--- src/rtl/imem_loadable.sv ---
// Loadable instruction memory: cleared after reset, filled from an MSB-first byte stream, read with one-cycle latency.
// Define IMEM_PARITY_EN to store a per-word even-parity bit and report read parity errors on PERR.
module imem_loadable #(
    parameter int unsigned DATA_W = 16,
    parameter int unsigned ADDR_W = 8,
    parameter int unsigned DEPTH  = 128
) (
    input  logic              CLK,
    input  logic              RESET_N,
    input  logic [ADDR_W-1:0] ADDR,
    output logic [DATA_W-1:0] Q,
    output logic              MISALIGN,
    output logic              PERR,
    input  logic              LD_START,
    input  logic              LD_VALID,
    input  logic [7:0]        LD_BYTE,
    input  logic              LD_LAST,
    output logic              LD_READY,
    output logic              BUSY,
    output logic              OVF
);
    localparam int unsigned BPW   = DATA_W / 8;
    localparam int unsigned LSB   = $clog2(BPW);
    localparam int unsigned IDX_W = ADDR_W - LSB;
    localparam int unsigned MA_W  = (DEPTH > 1) ? $clog2(DEPTH) : 1;
    localparam int unsigned PTR_W = $clog2(DEPTH + 1);
    localparam int unsigned CNT_W = $clog2(BPW + 1);
    localparam logic [PTR_W-1:0] PTR_LAST = PTR_W'(DEPTH - 1);
    localparam logic [PTR_W-1:0] PTR_FULL = PTR_W'(DEPTH);
    localparam logic [CNT_W-1:0] CNT_LAST = CNT_W'(BPW - 1);
    localparam logic [IDX_W:0]   IDX_LIM  = (IDX_W + 1)'(DEPTH);
`ifdef IMEM_PARITY_EN
    localparam int unsigned MEM_W = DATA_W + 1;
`else
    localparam int unsigned MEM_W = DATA_W;
`endif

    typedef enum logic [1:0] {S_CLEAR, S_IDLE, S_LOAD} state_t;

    state_t              state_q, state_d;
    logic [PTR_W-1:0]    ptr_q;
    logic [CNT_W-1:0]    cnt_q;
    logic [DATA_W-9:0]   asm_q;
    logic                ovf_q;

    logic [MEM_W-1:0]    mem [DEPTH];

    logic                accept, drop, take, word_done;
    logic [DATA_W-1:0]   shifted, fill_word;
    logic                wr_en;
    logic [MA_W-1:0]     wr_addr;
    logic [DATA_W-1:0]   wr_data;

    logic [IDX_W-1:0]    rd_idx;
    logic                rd_ok;
    logic [MEM_W-1:0]    rd_word;

    // LD_START wins over a byte presented in the same cycle
    assign accept    = (state_q == S_LOAD) && LD_VALID && !LD_START;
    assign drop      = accept && (ptr_q == PTR_FULL);
    assign take      = accept && !drop;
    assign shifted   = {asm_q, LD_BYTE};
    assign word_done = take && ((cnt_q == CNT_LAST) || LD_LAST);
    // Left-justify a short final word; older bytes fall off the top
    assign fill_word = shifted << {CNT_LAST - cnt_q, 3'b000};

    always_ff @(posedge CLK or negedge RESET_N) begin
        if (!RESET_N) state_q <= S_CLEAR;
        else          state_q <= state_d;
    end

    always_comb begin
        state_d = state_q;
        unique case (state_q)
            S_CLEAR: if (ptr_q == PTR_LAST) state_d = S_IDLE;
            S_IDLE:  if (LD_START) state_d = S_LOAD;
            S_LOAD:  if (accept && LD_LAST) state_d = S_IDLE;
            default: state_d = S_CLEAR;
        endcase
    end

    always_comb begin
        LD_READY = (state_q == S_LOAD);
        BUSY     = (state_q != S_IDLE);
        wr_en    = 1'b0;
        wr_addr  = ptr_q[MA_W-1:0];
        wr_data  = '0;
        if (state_q == S_CLEAR) begin
            wr_en = 1'b1;
        end else if (state_q == S_LOAD) begin
            wr_en   = word_done;
            wr_data = fill_word;
        end
    end

    always_ff @(posedge CLK or negedge RESET_N) begin
        if (!RESET_N) begin
            ptr_q <= '0;
            cnt_q <= '0;
            asm_q <= '0;
            ovf_q <= 1'b0;
        end else begin
            unique case (state_q)
                S_CLEAR: ptr_q <= (ptr_q == PTR_LAST) ? '0 : ptr_q + 1'b1;
                S_IDLE: begin
                    if (LD_START) begin
                        ptr_q <= '0;
                        cnt_q <= '0;
                        asm_q <= '0;
                        ovf_q <= 1'b0;
                    end
                end
                S_LOAD: begin
                    if (LD_START) begin
                        ptr_q <= '0;
                        cnt_q <= '0;
                        asm_q <= '0;
                        ovf_q <= 1'b0;
                    end else if (drop) begin
                        ovf_q <= 1'b1;
                    end else if (take) begin
                        asm_q <= shifted[DATA_W-9:0];
                        if (word_done) begin
                            ptr_q <= ptr_q + 1'b1;
                            cnt_q <= '0;
                        end else begin
                            cnt_q <= cnt_q + 1'b1;
                        end
                    end
                end
                default: ;
            endcase
        end
    end

    assign OVF = ovf_q;

    always_ff @(posedge CLK) begin
        if (wr_en) begin
`ifdef IMEM_PARITY_EN
            mem[wr_addr] <= {^wr_data, wr_data};
`else
            mem[wr_addr] <= wr_data;
`endif
        end
    end

    assign rd_idx  = ADDR[ADDR_W-1:LSB];
    assign rd_ok   = (state_q == S_IDLE) && ({1'b0, rd_idx} < IDX_LIM);
    assign rd_word = mem[rd_idx[MA_W-1:0]];

    always_ff @(posedge CLK or negedge RESET_N) begin
        if (!RESET_N) begin
            Q        <= '0;
            MISALIGN <= 1'b0;
            PERR     <= 1'b0;
        end else begin
            Q        <= rd_ok ? rd_word[DATA_W-1:0] : '0;
            MISALIGN <= |ADDR[LSB-1:0];
`ifdef IMEM_PARITY_EN
            PERR     <= rd_ok && (rd_word[DATA_W] != ^rd_word[DATA_W-1:0]);
`else
            PERR     <= 1'b0;
`endif
        end
    end
endmodule

--- config.mk ---
export PLATFORM = sky130hd
export DESIGN_NAME = imem_loadable
export DESIGN_NICKNAME = d
export VERILOG_FILES = /design/src/rtl/imem_loadable.sv
export SDC_FILE = /design/constraint.sdc
export NUM_CORES = 2
export LEC_CHECK = 0
export ABC_AREA = 1
export CAP_MARGIN = 20
export CORE_MARGIN = 3
export CORE_UTILIZATION = 43
export DETAILED_ROUTE_END_ITERATION = 8
export GPL_TIMING_DRIVEN = 1
export MAX_ROUTING_LAYER = met4
export SKIP_CTS_REPAIR_TIMING = 1
export SLEW_MARGIN = 30
export SYNTH_ARGS = -nofsm -noshare
export SYNTH_HDL_FRONTEND = slang
export SYNTH_SLANG_ARGS = --single-unit
--- constraint.sdc ---
create_clock -name CLK -period 5.8 [get_ports CLK]
set_input_delay 1.16 -clock CLK [delete_from_list [all_inputs] [get_ports CLK]]
set_output_delay 1.16 -clock CLK [all_outputs]
set_load 0.02 [all_outputs]
==> results.md <==
* Number of global-route vias before repair at 53,550
* Setup tns final at 0 ns
* Antenna violations before repair at 6
* Longest Clk Path Bufs at 3
* Mapped Area at 84,580 µm²
* Multi-input logic area at 19,570 µm²
* Nature of the critical path startpoint: flip-flop
* WHS at 0.3692 ns
* First-pass GRT wire length at ~370 mm
* Final core utilization at 48.74%
* Clock Sinks at around 2,100
* Final Slew Violations at 0
* Unrepaired setup endpoints after global routing: no
* Residual DRC count at 0
* Fmax at 235.7 MHz
* DP Cell Count at 9,481
* Synth warn at 0
* Post-Route WL at ~250 mm
* Pwr/cell area at ~370 nW/µm²
* Max-Cap Viols at 0
* Max_slew headroom at 31.65%
* Via Count at 56,140
* Avg WL per Cell at 25.82 µm
* Worst vdd ir at 0.3168 mV
* Die width at 449.5 µm
* Post-DP HPWL at 143.9 mm
* Initial Util at between 40% and 50%
* Largest net degree at the start of global routing at 204
* # IOs at 42
* Leading cell type in the layout, fill and taps excluded: nand2_1
* Nets at approximately 7,000
* CTS root buf: clkbuf_16
* Die height at 449.5 µm
* Worst EP required at between 4 and 5 ns
* Finish-stage setup viols at 0
* Worst clock skew at around 0.07 ns
* Outcome: finished, final reports clean
* Row cnt at roughly 160
* Crit path DAT at 3.08 ns
* Hold Violations, Final at 0
* Crit path capture type: output pin
* Syn nets at about 7,100
* #FFs+latches synth at 2,086
* Most frequent cells in the layout: nand2_1, edfxtp_1, nand3_1, clkbuf_16, nor2_1
* Global route total overflow at 0
* Worst-margin pin slew at 1.023 ns
* Leak at between 0.03 and 0.04 µW
* Global Route Usage Sum at 25.48%
* DRT iter0 DRCs at 7,763
* Seq/Total Area, Yosys at 73.83%
* Final instance count without filler cells at 9,872
* Unique cell type count in the Yosys netlist at 31
* Hold Path Class: input port to asynchronous set/reset pin
* Min cycle time layout at 4.242 ns
* Post-Syn Instances at 7,070
* Area grow syn2layout at 12.47%
* Tot Pwr at 35,330 µW
* Reg clk slew, reported paths at 0.06 ns
* GPL Wtd Cong at 0.8989
* FILL cells at 17,050
* Avg Inst Size Synth at 11.96 µm²
* Crit path kind: flip-flop to output pin
* Core area at about 200,000 µm²
* Clock Latency Late Sink at 0.88 ns
* Share of layout cells above drive strength 1 at about 7.7%
* Fin crit share at 73.14%
* CP max FO at 17
* Htree depth at 4
* Sequential cell area at 62,450 µm²
* DIE AREA at 202,100 µm²
* I/O Buffers at 40
* Via density at 5.687
* Post-route antenna net violation count at 0
* TritonCTS clock tree: done
* Clock buffer count from CTS at 212
* DR pass1 iterations at 8
-- synthesized netlist by cell type --
master / count / area share [%]
nor4_1: 2 / 0.015
or2_2: 2 / 0.015
edfxtp_1: 2048 / 73
buf_6: 22 / 0.29
nor3_1: 8 / 0.047
buf_1: 32 / 0.14
dfrtp_1: 38 / 1.1
buf_2: 236 / 1.4
clkinv_1: 1 / 0.0044
buf_4: 77 / 0.68
nand2_1: 2252 / 10
nand2_2: 1 / 0.0074
o21ai_1: 2 / 0.012
clkbuf_1: 94 / 0.42
nor3_2: 1 / 0.012
nand3_2: 1 / 0.012
inv_2: 2 / 0.0089
inv_1: 47 / 0.21
a21oi_1: 20 / 0.12
nor2_1: 204 / 0.91
inv_4: 1 / 0.0074
nand3_1: 1945 / 12
a31oi_1: 1 / 0.0074
conb_1: 1 / 0.0044
buf_8: 4 / 0.071
ha_1: 8 / 0.12
a211o_1: 1 / 0.010
a2bb2oi_1: 1 / 0.010
nand4_1: 2 / 0.015
o31ai_1: 9 / 0.080
o21ai_0: 7 / 0.041
-- stage by stage --
step,cell area [µm²],setup slack [ns]
floorplan,84580,0.7029
global placement,88080,1.348
detailed placement,88140,1.383
CTS,95030,1.490
global route,95130,1.450
finish,95130,1.558
-- worst max-delay path, cell delays in order (launching register included) --
cell,delay [ns]
dfrtp_1,0.40
inv_1,0.14
ha_1,0.79
inv_1,0.31
clkdlybuf4s50_1,0.63
-- flip-flops by register name, summed over array words and instances (netlist names) --
register	count
Q	16
cnt_q	2
mem	2048
ptr_q	8
MISALIGN	1
state_q	2
asm_q	8
OVF	1
-- cell type report --
class | instances | area share, %
clock buffers | 281 | 5.924
diodes | 4 | 0.01052
multi-input cells | 4468 | 20.58
inverters | 51 | 0.2420
repair buffers | 255 | 2.838
well taps | 2624 | 3.451
clock inverters | 103 | 1.310
flip-flops and latches | 2086 | 65.65
-- cells by family after synthesis --
group                    Yosys count  share of synthesized area (%)
adder cells (fa/ha/maj)            8                         0.1183
buffers and inverters            516                          3.232
AND/OR/NAND/NOR                 4418                          22.53
AO/OA/AOI/OAI                     41                         0.2796
other                              1                       0.004434
flip-flops                      2086                          73.83
-- where the power goes --
group	switching, µW	internal (µW)
clock network	5860	7740
logic	3270	827
registers	156	17500
-- layer usage --
| layer | wire (µm) | vias to the layer above | GRT usage [%] |
|---|---|---|---|
| li1 | - | 25070 | - |
| met1 | 103200 | 27980 | 34.56 |
| met2 | 121900 | 2661 | 39.53 |
| met3 | 20760 | 430 | 3.836 |
| met4 | 8984 | 0 | 8.589 |
| met5 | 0 | - | - |
-- worst paths after layout --
check | startpoint | end | slack (ns) | depth (start not counted)
min | RESET_N | MISALIGN$_DFF_PN0_ | 0.37 | 2
min reg2reg | asm_q[1]$_DFFE_PN0P_ | asm_q[1]$_DFFE_PN0P_ | 0.48 | 2
max in group asynchronous | RESET_N | state_q[1]$_DFFE_PN0P_ | 4.85 | 2
max | state_q[1]$_DFFE_PN0P_ | BUSY | 1.56 | 4
min in group CLK | asm_q[1]$_DFFE_PN0P_ | asm_q[1]$_DFFE_PN0P_ | 0.48 | 2
max reg2reg | state_q[0]$_DFFE_PN0P_ | mem[28][6]$_DFFE_PP_ | 2.18 | 8
Power figures use the tool's default switching activity.
